==> config.mk <==
export PLATFORM = sky130hd
export DESIGN_NAME = ex_hazard_ctrl
export DESIGN_NICKNAME = d
export VERILOG_FILES = /design/src/rtl/ex_hazard_ctrl.sv
export SDC_FILE = /design/constraint.sdc
export NUM_CORES = 1
export LEC_CHECK = 0
export ABC_AREA = 1
export CELL_PAD_IN_SITES_DETAIL_PLACEMENT = 1
export CELL_PAD_IN_SITES_GLOBAL_PLACEMENT = 1
export CORE_UTILIZATION = 29
export CTS_CLUSTER_SIZE = 24
export DETAILED_ROUTE_END_ITERATION = 7
export GPL_ROUTABILITY_DRIVEN = 0
export PLACE_DENSITY = 0.92
export SLEW_MARGIN = 20
export SYNTH_ARGS = -nofsm -noshare
export SYNTH_HDL_FRONTEND = slang
export SYNTH_SLANG_ARGS = --single-unit
export TNS_END_PERCENT = 1
==> constraint.sdc <==
create_clock -name clk -period 3.22 [get_ports clk]
set_input_delay 0.483 -clock clk [delete_from_list [all_inputs] [get_ports clk]]
set_output_delay 0.483 -clock clk [all_outputs]
set_load 0.02 [all_outputs]
==> src/rtl/ex_hazard_ctrl.sv <==
// rtl/ex_hazard_ctrl.sv - EX-stage forwarding, load-use detection and mul/div sequencing.
// Forwarding and stall/flush outputs are decoded from the current state and inputs each cycle.
module ex_hazard_ctrl #(
  parameter int REG_ADDR_WIDTH = 5,
  parameter int MULDIV_CYCLES  = 32
) (
  input  logic                      clk,
  input  logic                      rst,
  input  logic [REG_ADDR_WIDTH-1:0] rs1_id,
  input  logic [REG_ADDR_WIDTH-1:0] rs2_id,
  input  logic [REG_ADDR_WIDTH-1:0] rs1_ex,
  input  logic [REG_ADDR_WIDTH-1:0] rs2_ex,
  input  logic [REG_ADDR_WIDTH-1:0] rd_ex,
  input  logic                      memread_ex,
  input  logic                      muldiv_ex,
  input  logic [REG_ADDR_WIDTH-1:0] rd_mem,
  input  logic                      regwrite_mem,
  input  logic [REG_ADDR_WIDTH-1:0] rd_wb,
  input  logic                      regwrite_wb,
  input  logic                      kill,
  output logic [1:0]                forwarda,
  output logic [1:0]                forwardb,
  output logic                      stall_if,
  output logic                      stall_id,
  output logic                      stall_ex,
  output logic                      flush_ex,
  output logic                      bubble_mem,
  output logic                      muldiv_start,
  output logic                      muldiv_busy,
  output logic                      muldiv_result_sel
);

  typedef enum logic [1:0] {
    ST_IDLE = 2'd0,
    ST_RUN  = 2'd1,
    ST_DONE = 2'd2
  } state_t;

  localparam logic [7:0] CNT_LOAD = 8'(MULDIV_CYCLES - 1);
  localparam logic [REG_ADDR_WIDTH-1:0] REG_ZERO = '0;

  state_t     state_q, state_d;
  logic [7:0] cnt_q, cnt_d;

  logic mem_hit_a, mem_hit_b, wb_hit_a, wb_hit_b, load_use;

  // MEM result is younger than WB, so it wins when both match.
  always_comb begin
    mem_hit_a = regwrite_mem && (rd_mem != REG_ZERO) && (rd_mem == rs1_ex);
    mem_hit_b = regwrite_mem && (rd_mem != REG_ZERO) && (rd_mem == rs2_ex);
    wb_hit_a  = regwrite_wb  && (rd_wb  != REG_ZERO) && (rd_wb  == rs1_ex);
    wb_hit_b  = regwrite_wb  && (rd_wb  != REG_ZERO) && (rd_wb  == rs2_ex);
    forwarda  = mem_hit_a ? 2'b10 : (wb_hit_a ? 2'b01 : 2'b00);
    forwardb  = mem_hit_b ? 2'b10 : (wb_hit_b ? 2'b01 : 2'b00);
    load_use  = memread_ex && (rd_ex != REG_ZERO) &&
                ((rd_ex == rs1_id) || (rd_ex == rs2_id));
  end

  always_comb begin
    state_d           = state_q;
    cnt_d             = cnt_q;
    stall_if          = 1'b0;
    stall_id          = 1'b0;
    stall_ex          = 1'b0;
    flush_ex          = 1'b0;
    bubble_mem        = 1'b0;
    muldiv_start      = 1'b0;
    muldiv_busy       = 1'b0;
    muldiv_result_sel = 1'b0;

    case (state_q)
      ST_IDLE: begin
        if (muldiv_ex && !kill) begin
          muldiv_start = 1'b1;
          stall_if     = 1'b1;
          stall_id     = 1'b1;
          stall_ex     = 1'b1;
          bubble_mem   = 1'b1;
          cnt_d        = CNT_LOAD;
          state_d      = ST_RUN;
        end else if (load_use) begin
          stall_if = 1'b1;
          stall_id = 1'b1;
          flush_ex = 1'b1;
        end
      end
      ST_RUN: begin
        muldiv_busy = 1'b1;
        stall_if    = 1'b1;
        stall_id    = 1'b1;
        stall_ex    = 1'b1;
        bubble_mem  = 1'b1;
        cnt_d       = cnt_q - 8'd1;
        if (cnt_q == 8'd1) begin
          state_d = ST_DONE;
        end
      end
      ST_DONE: begin
        muldiv_result_sel = !kill;
        state_d           = ST_IDLE;
      end
      default: begin
        state_d = ST_IDLE;
        cnt_d   = 8'd0;
      end
    endcase

    // A kill abandons any sequence; stalls above still cover the kill cycle itself.
    if (kill) begin
      state_d = ST_IDLE;
      cnt_d   = 8'd0;
    end
  end

  always_ff @(posedge clk) begin
    if (rst) begin
      state_q <= ST_IDLE;
      cnt_q   <= 8'd0;
    end else begin
      state_q <= state_d;
      cnt_q   <= cnt_d;
    end
  end

endmodule

==> flow_summary.ini <==
[floorplan]
dieArea_um2 = 4310
die_height_um = 65.7
coreArea_um2 = 3770
fp-row-count = 22
io-pin-count = 54
start_util_pct = 31.2
die-width_um = 65.7

[job]
cap_violations = 0

[finish]
multiInputGateArea_um2 = 833
layout.cells.non_filler = 288
design_area_um2 = 1770
fin_nets = 286
drive_gt1_share_pct = 13.8
diodes = 0
seq_area_um2 = 200
area_delta_synth_final_pct = 50.5
nFillCells = 502

[hold_path]
worstHoldPathCells = 2
min_from = cnt_q[7]
min_path_type = flip-flop to flip-flop
min_to = cnt_q[7]

[timing]
hold_viol = 0
report.final.slew_viol_count = 0
max_slew_margin_pct = 65.4
period_share_pct = 83.7
rsz0062_at_grt = false
fin_skew_ns = 0.000549
setup_violations = 0
fin_crit_ns = 2.69
timing.fmax_mhz = 371
setup_ws_ns = 0.526
worstMarginPinSlew_ns = 0.518
setup_tns_ns = 0

[global_routing]
grt_pass1_vias = 1396
grt_max_degree = 11
gr-usage-all-layers_pct = 18.7
antenna_found_initial = 0
grt_pass1_wl_um = 6160
grt-ovfl-total = 0

[clocking]
cts_sinks = 10
cts_resized = 0
htreeDepth = 1
cts_hold_buffers = 0
path_clk_slew_ns = 0.05
clkLatencyLatePin_ns = 0.24
cts_tree = done
post-cts-setup-buffers = 0
cts_inserted_buffers = 3
clockRootBuffer = clkbuf_8
cts.path.max_buffers = 2

[logic_synthesis]
async_flop_share_pct = 0
synth_edf_count = 0
avgSynthCellArea_um2 = 6.22
synthesis.instances = 189
synth_top_area_cell = dfxtp_1
ys_top_cells_by_count = nand2_1, nor2_1, inv_1, xnor2_1
ys_types = 29
synthFlopType = dfxtp_1
syn_area_um2 = 1180
syn_nets = 233
yosys.area.top_type_share_pct = 17.0
synth.most_common_cell = nand2_1
synth-seq-cells = 10
yosysSeqAreaShare_pct = 17.0
synth_top_cells_by_area = dfxtp_1, nand2_1, xnor2_1
synth_warnings = 0

[setup_path]
crit_chain = clkdlybuf4s50_1, inv_2, nand2_1, nand2_1, nor2_1, nand3_1, nand2_1, nand2_2, nand2_1, clkdlybuf4s50_1
cp_common_cell = nand2_1
r2r_end = cnt_q[4]
cp-start-kind = input pin
crit_cells = 10
critical_path_class = input pin to output port
endpoint_kind = output port
cp_top_family = buffers and inverters
crit_buf_inv = 3
cp_slowest_cell = clkdlybuf4s50_1
reg2reg_slack_ns = 1.91
r2r-start = cnt_q[0]
r2r_cells = 6
max_stage_delay_ns = 0.62
path_max_fanout = 4
crit_arrival_ns = 2.21
crit_required_ns = 2.74

[drt]
first_pass_iters = 4
vias = 1343
drc = 0
routedWlPerCell_um = 13.0
first_iter_violations = 30
vias_per_cell = 4.66
wl_um = 3760
ant_nets = 0

[placement]
port-buffer-count = 53
dp_hpwl_um = 3040
place_area_um2 = 1730
dp_cells = 285
post-place-ws_ns = 0.515

[power_and_ir_drop]
power_density_nw_per_um2 = 261
ir_worst_vdd_uv = 234
p_leak_nw = 0.751

[run_status]
status = complete, no violations
==> cells in the final DEF (no fill, tap or decap), types with 2 or more instances in the layout <==
| cell | count |
|---|---|
| nor3_2 | 2 |
| nand3_1 | 11 |
| nor2_2 | 2 |
| clkbuf_8 | 3 |
| inv_2 | 11 |
| xor2_1 | 6 |
| a21oi_1 | 6 |
| nor3_1 | 3 |
| clkdlybuf4s50_1 | 53 |
| inv_1 | 16 |
| nor2_4 | 3 |
| nand2_1 | 43 |
| nand4_1 | 3 |
| nor2_1 | 27 |
| nand2_2 | 3 |
| nand2_4 | 3 |
| dfxtp_1 | 10 |
| o21ai_1 | 6 |
| ha_1 | 2 |
| a21oi_2 | 2 |
| xnor2_1 | 16 |
==> layout make-up <==
cell class	instances	area share, %
clock buffers	3	2.33
repair buffers	53	30.0
well taps	48	3.39
flip-flops and latches	10	11.3
inverters	28	5.94
multi-input cells	146	47.1
==> worst reg2reg max path, cell delays in order (launching register included) <==
cell and delay, ns:
dfxtp_1 0.45, inv_2 0.06, ha_1 0.28, nand3_1 0.11, nand2_1 0.05, o21ai_1 0.16, a21oi_1 0.08
==> power by group <==
| group | switching, mW | leakage (nW) | internal, mW | total [mW] |
|---|---|---|---|---|
| sequential | 0.00550 | 0.0812 | 0.128 | 0.133 |
| clock | 0.0528 | 0.0216 | 0.0822 | 0.135 |
| combinational | 0.0938 | 0.648 | 0.0994 | 0.193 |
| total | 0.152 | 0.751 | 0.310 | 0.462 |
==> kinds of logic (layout without fill, tap and decap cells) <==
group           count (synthesis)  in the layout  share of synthesized area, %
flops                          10             10                          17.0
xor+xnor                       22             22                          16.4
buf+inv                        33             84                          12.1
simple gates                  103            103                          42.0
fa+ha+maj                       2              2                          2.13
compound gates                 19             19                          10.3
==> per-stage QoR <==
| stage | hold WS (ns) | power (mW) | utilization [%] |
|---|---|---|---|
| after CTS | 0.492 | 0.464 | 46.9 |
| after detailed placement | 0.484 | 0.328 | 45.9 |
| after global routing | 0.525 | 0.489 | 46.9 |
| final | 0.490 | 0.462 | 46.9 |
| after floorplan | 0.457 | 0.236 | - |
| after global placement | 0.472 | 0.321 | 45.9 |
==> sequential cells by signal, summed over array words and instances (netlist names) <==
signal / flops
cnt_q: 8
state_q: 2
==> per-layer routing <==
| metal | up-vias | track usage, % | routed length (um) |
|---|---|---|---|
| li1 | 687 | - | - |
| met1 | 619 | 19.2 | 1490 |
| met2 | 30 | 37.5 | 2070 |
| met3 | 7 | 1.56 | 122 |
| met4 | 0 | 8.15 | 73 |
| met5 | - | 0 | 0 |
==> worst max-delay path by stage <==
| stage | end | start |
|---|---|---|
| 4_1_cts | stall_if | rd_ex[1] |
| 6_report | stall_if | rd_ex[1] |
| 3_3_place_gp | flush_ex | rd_ex[1] |
| 3_5_place_dp | stall_if | rd_ex[1] |
| 5_1_grt | stall_if | rd_ex[1] |
| 2_1_floorplan | stall_if | muldiv_ex |
Power figures use the tool's default switching activity.
